<file path="src/rtl/rr_stream_mux_pkg.sv">
// Shared types and constants for the round-robin stream multiplexer.
package rr_stream_mux_pkg;

  typedef enum logic {
    EMPTY = 1'b0,
    FULL  = 1'b1
  } state_e;

  localparam logic MODE_FIXED = 1'b0;
  localparam logic MODE_RR    = 1'b1;

endpackage

</file>
<file path="src/rtl/rr_stream_mux_if.sv">
// Multi-channel input and single output stream bundle for rr_stream_mux.
interface rr_stream_mux_if #(
  parameter int unsigned WIDTH = 8,
  parameter int unsigned NCH   = 4
);
  localparam int unsigned SELW = $clog2(NCH);

  logic                   mode;
  logic [SELW-1:0]        sel;
  logic [NCH*WIDTH-1:0]   in_data;
  logic [NCH-1:0]         in_valid;
  logic [NCH-1:0]         in_ready;
  logic [WIDTH-1:0]       out_data;
  logic                   out_valid;
  logic                   out_ready;
  logic [SELW-1:0]        out_ch;

  modport master (
    output mode, sel, in_data, in_valid, out_ready,
    input  in_ready, out_data, out_valid, out_ch
  );

  modport slave (
    input  mode, sel, in_data, in_valid, out_ready,
    output in_ready, out_data, out_valid, out_ch
  );
endinterface

</file>
<file path="src/rtl/rr_stream_mux_arbiter.sv">
// Grant selection: fixed channel select or rotating-priority search from ptr.
module rr_arbiter
  import rr_stream_mux_pkg::*;
#(
  parameter int unsigned NCH = 4
) (
  input  logic [NCH-1:0]          req,
  input  logic [$clog2(NCH)-1:0]  ptr,
  input  logic                    mode,
  input  logic [$clog2(NCH)-1:0]  sel,
  output logic                    gnt_valid,
  output logic [$clog2(NCH)-1:0]  gnt_idx
);
  localparam int unsigned SELW = $clog2(NCH);

  int idx;

  always_comb begin
    gnt_valid = 1'b0;
    gnt_idx   = '0;
    idx       = 0;
    if (mode == MODE_FIXED) begin
      // Out-of-range sel simply matches no channel.
      for (int i = 0; i < int'(NCH); i++) begin
        if (sel == SELW'(i) && req[i]) begin
          gnt_valid = 1'b1;
          gnt_idx   = SELW'(i);
        end
      end
    end else begin
      // Walk downward so the lowest offset from ptr wins.
      for (int k = int'(NCH) - 1; k >= 0; k--) begin
        idx = (int'(ptr) + k) % int'(NCH);
        if (req[idx]) begin
          gnt_valid = 1'b1;
          gnt_idx   = SELW'(idx);
        end
      end
    end
  end

endmodule

</file>
<file path="src/rtl/rr_stream_mux.sv">
// N-to-1 stream multiplexer with fixed or round-robin channel selection
// and a single registered output stage.
module rr_stream_mux
  import rr_stream_mux_pkg::*;
#(
  parameter int unsigned WIDTH = 8,
  parameter int unsigned NCH   = 4
) (
  input  logic           clk,
  input  logic           rst_n,
  rr_stream_mux_if.slave bus
);
  localparam int unsigned SELW = $clog2(NCH);

  state_e            state_q, state_d;
  logic [WIDTH-1:0]  data_q, data_d;
  logic [SELW-1:0]   ch_q, ch_d;
  logic [SELW-1:0]   ptr_q, ptr_d;
  logic              gnt_valid;
  logic [SELW-1:0]   gnt_idx;
  logic              load_en;
  logic              xfer;
  logic [NCH-1:0]    in_ready_c;

  rr_arbiter #(.NCH(NCH)) u_arb (
    .req       (bus.in_valid),
    .ptr       (ptr_q),
    .mode      (bus.mode),
    .sel       (bus.sel),
    .gnt_valid (gnt_valid),
    .gnt_idx   (gnt_idx)
  );

  // Next-state, datapath load and ready generation.
  always_comb begin
    state_d    = state_q;
    data_d     = data_q;
    ch_d       = ch_q;
    ptr_d      = ptr_q;
    in_ready_c = '0;
    load_en    = (state_q == EMPTY) || bus.out_ready;
    xfer       = load_en && gnt_valid && rst_n;
    if (xfer) begin
      in_ready_c = NCH'(1) << gnt_idx;
      state_d    = FULL;
      data_d     = bus.in_data[int'(gnt_idx) * int'(WIDTH) +: WIDTH];
      ch_d       = gnt_idx;
      if (bus.mode == MODE_RR) begin
        ptr_d = SELW'((int'(gnt_idx) + 1) % int'(NCH));
      end
    end else if (state_q == FULL && bus.out_ready) begin
      state_d = EMPTY;
    end
  end

  always_ff @(posedge clk or negedge rst_n) begin
    if (!rst_n) begin
      state_q <= EMPTY;
      data_q  <= '0;
      ch_q    <= '0;
      ptr_q   <= '0;
    end else begin
      state_q <= state_d;
      data_q  <= data_d;
      ch_q    <= ch_d;
      ptr_q   <= ptr_d;
    end
  end

  assign bus.in_ready  = in_ready_c;
  assign bus.out_data  = data_q;
  assign bus.out_valid = (state_q == FULL);
  assign bus.out_ch    = ch_q;

endmodule

</file>
<file path="src/flat_wrapper.sv">
// flat-port wrapper written by rule: the top's interface ports become plain ports
module rr_stream_mux_flat import rr_stream_mux_pkg::*;
#(
  parameter int unsigned WIDTH = 8,
  parameter int unsigned NCH   = 4
)
  (clk, rst_n, bus_mode, bus_sel, bus_in_data, bus_in_valid, bus_out_ready, bus_in_ready, bus_out_data, bus_out_valid, bus_out_ch);
  rr_stream_mux_if #(.WIDTH(WIDTH), .NCH(NCH)) bus_i ();
  input  logic clk;
  input  logic rst_n;
  input wire logic [$bits(bus_i.mode)-1:0] bus_mode;
  input wire logic [$bits(bus_i.sel)-1:0] bus_sel;
  input wire logic [$bits(bus_i.in_data)-1:0] bus_in_data;
  input wire logic [$bits(bus_i.in_valid)-1:0] bus_in_valid;
  input wire logic [$bits(bus_i.out_ready)-1:0] bus_out_ready;
  output wire logic [$bits(bus_i.in_ready)-1:0] bus_in_ready;
  output wire logic [$bits(bus_i.out_data)-1:0] bus_out_data;
  output wire logic [$bits(bus_i.out_valid)-1:0] bus_out_valid;
  output wire logic [$bits(bus_i.out_ch)-1:0] bus_out_ch;
  assign bus_i.mode = bus_mode;
  assign bus_i.sel = bus_sel;
  assign bus_i.in_data = bus_in_data;
  assign bus_i.in_valid = bus_in_valid;
  assign bus_i.out_ready = bus_out_ready;
  assign bus_in_ready = bus_i.in_ready;
  assign bus_out_data = bus_i.out_data;
  assign bus_out_valid = bus_i.out_valid;
  assign bus_out_ch = bus_i.out_ch;
  rr_stream_mux #(.WIDTH(WIDTH), .NCH(NCH)) u_core (.clk(clk), .rst_n(rst_n), .bus(bus_i));
endmodule
</file>
<file path="config.mk">
export PLATFORM = sky130hd
export DESIGN_NAME = rr_stream_mux_flat
export DESIGN_NICKNAME = d
export VERILOG_FILES = /design/src/rtl/rr_stream_mux_pkg.sv /design/src/rtl/rr_stream_mux_if.sv /design/src/rtl/rr_stream_mux_arbiter.sv /design/src/rtl/rr_stream_mux.sv /design/src/flat_wrapper.sv
export SDC_FILE = /design/constraint.sdc
export NUM_CORES = 1
export LEC_CHECK = 0
export CORE_UTILIZATION = 38
export CTS_CLUSTER_DIAMETER = 100
export DETAILED_ROUTE_END_ITERATION = 6
export PLACE_DENSITY = 0.88
export SYNTH_ARGS = -nofsm -noshare
export SYNTH_HDL_FRONTEND = slang
export SYNTH_HIERARCHICAL = 1
export SYNTH_SLANG_ARGS = --single-unit
</file>
<file path="constraint.sdc">
create_clock -name clk -period 3.2 [get_ports clk]
set_input_delay 0.64 -clock clk [delete_from_list [all_inputs] [get_ports clk]]
set_output_delay 0.64 -clock clk [all_outputs]
set_load 0.02 [all_outputs]
</file>
==> metrics.txt <==
# TYPE chip_impl_metric gauge
chip_impl_info{name="run_status",value="finished clean"} 1
chip_impl_metric{name="postRouteAntennaNets",unit=""} 0
chip_impl_metric{name="die_width",unit="um"} 52.9
chip_impl_metric{name="fmax",unit="MHz"} 319
chip_impl_info{name="crit_chain",value="clkdlybuf4s50_1, mux2_2, a21oi_4, a22oi_2, nand2_1, nor2b_4, and2_1, clkdlybuf4s15_2"} 1
chip_impl_metric{name="grt_pass1_vias",unit=""} 902
chip_impl_metric{name="yosysSeqAreaShare",unit="%"} 33.1
chip_impl_info{name="holdCritPathClass",value="reg2reg"} 1
chip_impl_info{name="rsz0062_at_grt",value="false"} 1
chip_impl_info{name="clock_tree_from_tritoncts",value="built"} 1
chip_impl_metric{name="min_path_cells",unit=""} 1
chip_impl_metric{name="vias_per_cell",unit=""} 5.40
chip_impl_metric{name="synth_top_area_share",unit="%"} 33.1
chip_impl_metric{name="antenna_found_initial",unit=""} 0
chip_impl_metric{name="worstPathRequired",unit="ns"} 2.56
chip_impl_metric{name="internal-power",unit="uW"} 579
chip_impl_metric{name="average_instance_area_after_synthesis",unit="sq um"} 12.8
chip_impl_metric{name="finish.net_count",unit=""} 191
chip_impl_metric{name="worst_clock_skew",unit="ns"} 0.00289
chip_impl_metric{name="finalCriticalPeriod",unit="ns"} 3.13
chip_impl_metric{name="grt_usage",unit="%"} 23.8
chip_impl_metric{name="chipHeight",unit="um"} 52.9
chip_impl_metric{name="drt_iter0_drc",unit=""} 19
chip_impl_metric{name="synth_warnings",unit=""} 6
chip_impl_metric{name="routed-via-count",unit=""} 940
chip_impl_metric{name="final_layout_size_suffix_gt1_share",unit="%"} 31.3
chip_impl_metric{name="timing_hold_violations_final",unit=""} 0
chip_impl_metric{name="area_of_placed_instances",unit="sq um"} 1610
chip_impl_info{name="post_synth_main_area_contributors",value="sky130_fd_sc_hd__dfrtp_1 (33%), sky130_fd_sc_hd__mux4_2 (18%), sky130_fd_sc_hd__mux2_4 (12%)"} 1
chip_impl_info{name="setup.worst_path.end_class",value="output pin"} 1
chip_impl_metric{name="initial_core_util",unit="%"} 40.1
chip_impl_info{name="slowest_cp_cell",value="sky130_fd_sc_hd__clkdlybuf4s50_1"} 1
chip_impl_metric{name="finalSetupViolations",unit=""} 0
chip_impl_metric{name="cts_buffer_depth",unit=""} 2
chip_impl_metric{name="crit_share_post_route",unit="%"} 98.0
chip_impl_metric{name="drt_wl_total",unit="um"} 3140
chip_impl_metric{name="cts_hold_repair.buffers",unit=""} 0
chip_impl_metric{name="drv_slew",unit=""} 0
chip_impl_metric{name="critPathMaxStageDelay",unit="ns"} 0.53
chip_impl_metric{name="grt_first_pass_wirelength",unit="um"} 4530
chip_impl_metric{name="r2r.worst_path.cells",unit=""} 7
chip_impl_metric{name="routabilityCongestion",unit=""} 0.818
chip_impl_info{name="path_type_of_the_worst_setup_path",value="in2out"} 1
chip_impl_info{name="mostFrequentLayoutCells",value="sky130_fd_sc_hd__clkdlybuf4s50_1 (50), sky130_fd_sc_hd__dfrtp_1 (13), sky130_fd_sc_hd__buf_4 (11)"} 1
chip_impl_metric{name="grt_max_degree",unit=""} 15
chip_impl_metric{name="post_synth_num_cell_types",unit=""} 28
chip_impl_metric{name="worstPathMaxFanout",unit=""} 5
chip_impl_metric{name="clk_latency",unit="ns"} 0.29
chip_impl_metric{name="core_region_area",unit="sq um"} 2450
chip_impl_metric{name="power.leakage",unit="uW"} 0.000727
chip_impl_metric{name="synth-seq-cells",unit=""} 13
chip_impl_metric{name="power.switching_fraction",unit="%"} 36.1
chip_impl_metric{name="power_frac_clock",unit="%"} 11.7
chip_impl_metric{name="drtPass1Iterations",unit=""} 4
chip_impl_info{name="mostFrequentLayoutCell",value="sky130_fd_sc_hd__clkdlybuf4s50_1"} 1
chip_impl_metric{name="power.density_cell_area",unit="nW/um^2"} 532
chip_impl_metric{name="io_pins",unit=""} 57
chip_impl_metric{name="n_fill_cell",unit=""} 180
chip_impl_metric{name="syn_inst",unit=""} 77
chip_impl_info{name="library_cell_occupying_the_most_area_in_the_post_synthesis_netlist",value="sky130_fd_sc_hd__dfrtp_1"} 1
chip_impl_metric{name="p_switching",unit="uW"} 328
chip_impl_metric{name="clock_sinks",unit=""} 13
chip_impl_metric{name="grt_overflow_total",unit=""} 0
chip_impl_metric{name="stdcell_area",unit="sq um"} 1700
chip_impl_metric{name="synth.net_count",unit=""} 123
chip_impl_metric{name="path_clk_slew",unit="ns"} 0.08
chip_impl_metric{name="antenna_cells_inserted",unit=""} 0
chip_impl_metric{name="cap_violations",unit=""} 0
chip_impl_metric{name="number_of_core_rows",unit=""} 18
chip_impl_metric{name="irDropWorstVdd",unit="uV"} 501
chip_impl_metric{name="layout-area-overhead-vs-synth",unit="%"} 73.3
chip_impl_metric{name="mappedNetlistArea",unit="sq um"} 983
chip_impl_metric{name="drc",unit=""} 0
chip_impl_metric{name="cts-htree-levels",unit=""} 1
chip_impl_info{name="startpoint_types",value="input port"} 1
chip_impl_info{name="cts.root.buffer_cell",value="sky130_fd_sc_hd__clkbuf_4"} 1
chip_impl_metric{name="power.combinational.fraction",unit="%"} 57.3
chip_impl_metric{name="hpwl",unit="um"} 2370
chip_impl_metric{name="floorplan.die_area",unit="sq um"} 2800
chip_impl_metric{name="setup_tns",unit="ns"} 0
chip_impl_metric{name="cp.arrival",unit="ns"} 2.49
chip_impl_metric{name="total_power",unit="uW"} 907
chip_impl_metric{name="pwr-share-seq",unit="%"} 31.0
chip_impl_metric{name="routed_wire_length_per_instance",unit="um"} 18.1
chip_impl_metric{name="worst_pin_slew",unit="ns"} 0.417
chip_impl_metric{name="numPortBuffers",unit=""} 56
chip_impl_metric{name="cts_made_buffers",unit=""} 3
chip_impl_metric{name="worst_slew_margin_rel",unit="%"} 71.9
[logic make-up after synthesis]
group,share of synthesized area (%)
AO/OA/AOI/OAI,6.11
adder cells (fa/ha/maj),5.09
buffers and inverters,5.34
flip-flops,33.1
multiplexers,38.3
AND/OR/NAND/NOR,12.1
[stage by stage]
step / utilization [%] / hold slack (ns) / std cells / worst slack, ns
floorplan: - / 0.344 / 77 / 0.556
global placement: 65.6 / 0.470 / 167 / -0.359
detailed placement: 65.6 / 0.486 / 167 / -0.382
CTS: 68.6 / 0.503 / 173 / 0.000483
global route: 69.4 / 0.523 / 174 / 0.0112
finish: 69.4 / 0.509 / 174 / 0.0652
[registers in the layout, summed over array words and instances, names as in the netlist]
signal                count
u_core/ptr_q              2
u_core/bus.out_valid      1
u_core/bus.out_data       8
u_core/bus.out_ch         2
[worst paths after layout]
path                                 startpoint                     end  slack, ns
max in group asynchronous                 rst_n  u_core/bus.out_data[5]       2.34
setup / recovery                     bus_sel[0]         bus_in_ready[3]       0.07
min in group asynchronous                 rst_n  u_core/bus.out_data[1]       0.69
hold reg to reg            u_core/bus.out_ch[1]    u_core/bus.out_ch[1]       0.51
setup reg to reg                u_core/ptr_q[1]  u_core/bus.out_data[7]       0.74
hold / removal             u_core/bus.out_ch[1]    u_core/bus.out_ch[1]       0.51
[power by group through the flow]
stage / combinational, uW / sequential (uW) / clock [uW]
floorplan: 214 / 335 / 0
global placement: 484 / 274 / 0
detailed placement: 496 / 282 / 0
CTS: 516 / 282 / 109
global route: 549 / 290 / 120
finish: 520 / 282 / 106
[layout make-up]
type                       count  area, sq um  share of cell area (%)
timing repair buffer          67          634                    37.2
inverter                       4         15.0                   0.881
multi-input combinational     56          666                    39.1
clock buffer                   4         26.3                    1.54
tap                           30         37.5                    2.20
sequential                    13          325                    19.1
[metal layers]
layer / up-vias / routed length (um) / global-route usage [%]
li1: 424 / - / -
met1: 478 / 1220 / 27.6
met2: 29 / 1720 / 41.4
met3: 9 / 100 / 5.75
met4: 0 / 99 / 10.1
met5: - / 0 / 0
[repair_timing]
action                     4_1_cts  5_1_grt
buffers inserted                 2        1
gates resized for setup         14       10
pin swaps                        2        2
setup endpoints to repair        4        4
[critical path: cells and delay by family]
kind	cells	cell delay, ns
AOI/OAI and AO/OA	2	0.29
and+or+nand+nor	3	0.39
buffers and inverters	2	0.78
muxes	1	0.39
[synthesized netlist by cell type]
cell type / n
sky130_fd_sc_hd__mux2_2: 4
sky130_fd_sc_hd__mux4_2: 8
sky130_fd_sc_hd__mux2_1: 1
sky130_fd_sc_hd__nand4_1: 1
sky130_fd_sc_hd__ha_1: 4
sky130_fd_sc_hd__a41oi_1: 1
sky130_fd_sc_hd__inv_1: 4
sky130_fd_sc_hd__clkbuf_1: 1
sky130_fd_sc_hd__mux2i_1: 2
sky130_fd_sc_hd__nor4_1: 1
sky130_fd_sc_hd__a22oi_1: 1
sky130_fd_sc_hd__a21oi_1: 2
sky130_fd_sc_hd__nor2b_1: 2
sky130_fd_sc_hd__o311ai_0: 1
sky130_fd_sc_hd__dfrtp_1: 13
sky130_fd_sc_hd__o311ai_1: 1
sky130_fd_sc_hd__nor2_1: 2
sky130_fd_sc_hd__nand3b_1: 1
sky130_fd_sc_hd__o32ai_1: 1
sky130_fd_sc_hd__nand2b_1: 3
sky130_fd_sc_hd__nor3b_1: 1
sky130_fd_sc_hd__o31ai_1: 1
sky130_fd_sc_hd__nand2_1: 4
sky130_fd_sc_hd__mux2_4: 8
sky130_fd_sc_hd__buf_6: 3
sky130_fd_sc_hd__and2_1: 4
sky130_fd_sc_hd__and3_1: 1
sky130_fd_sc_hd__or2_0: 1
Power figures use the tool's default switching activity.
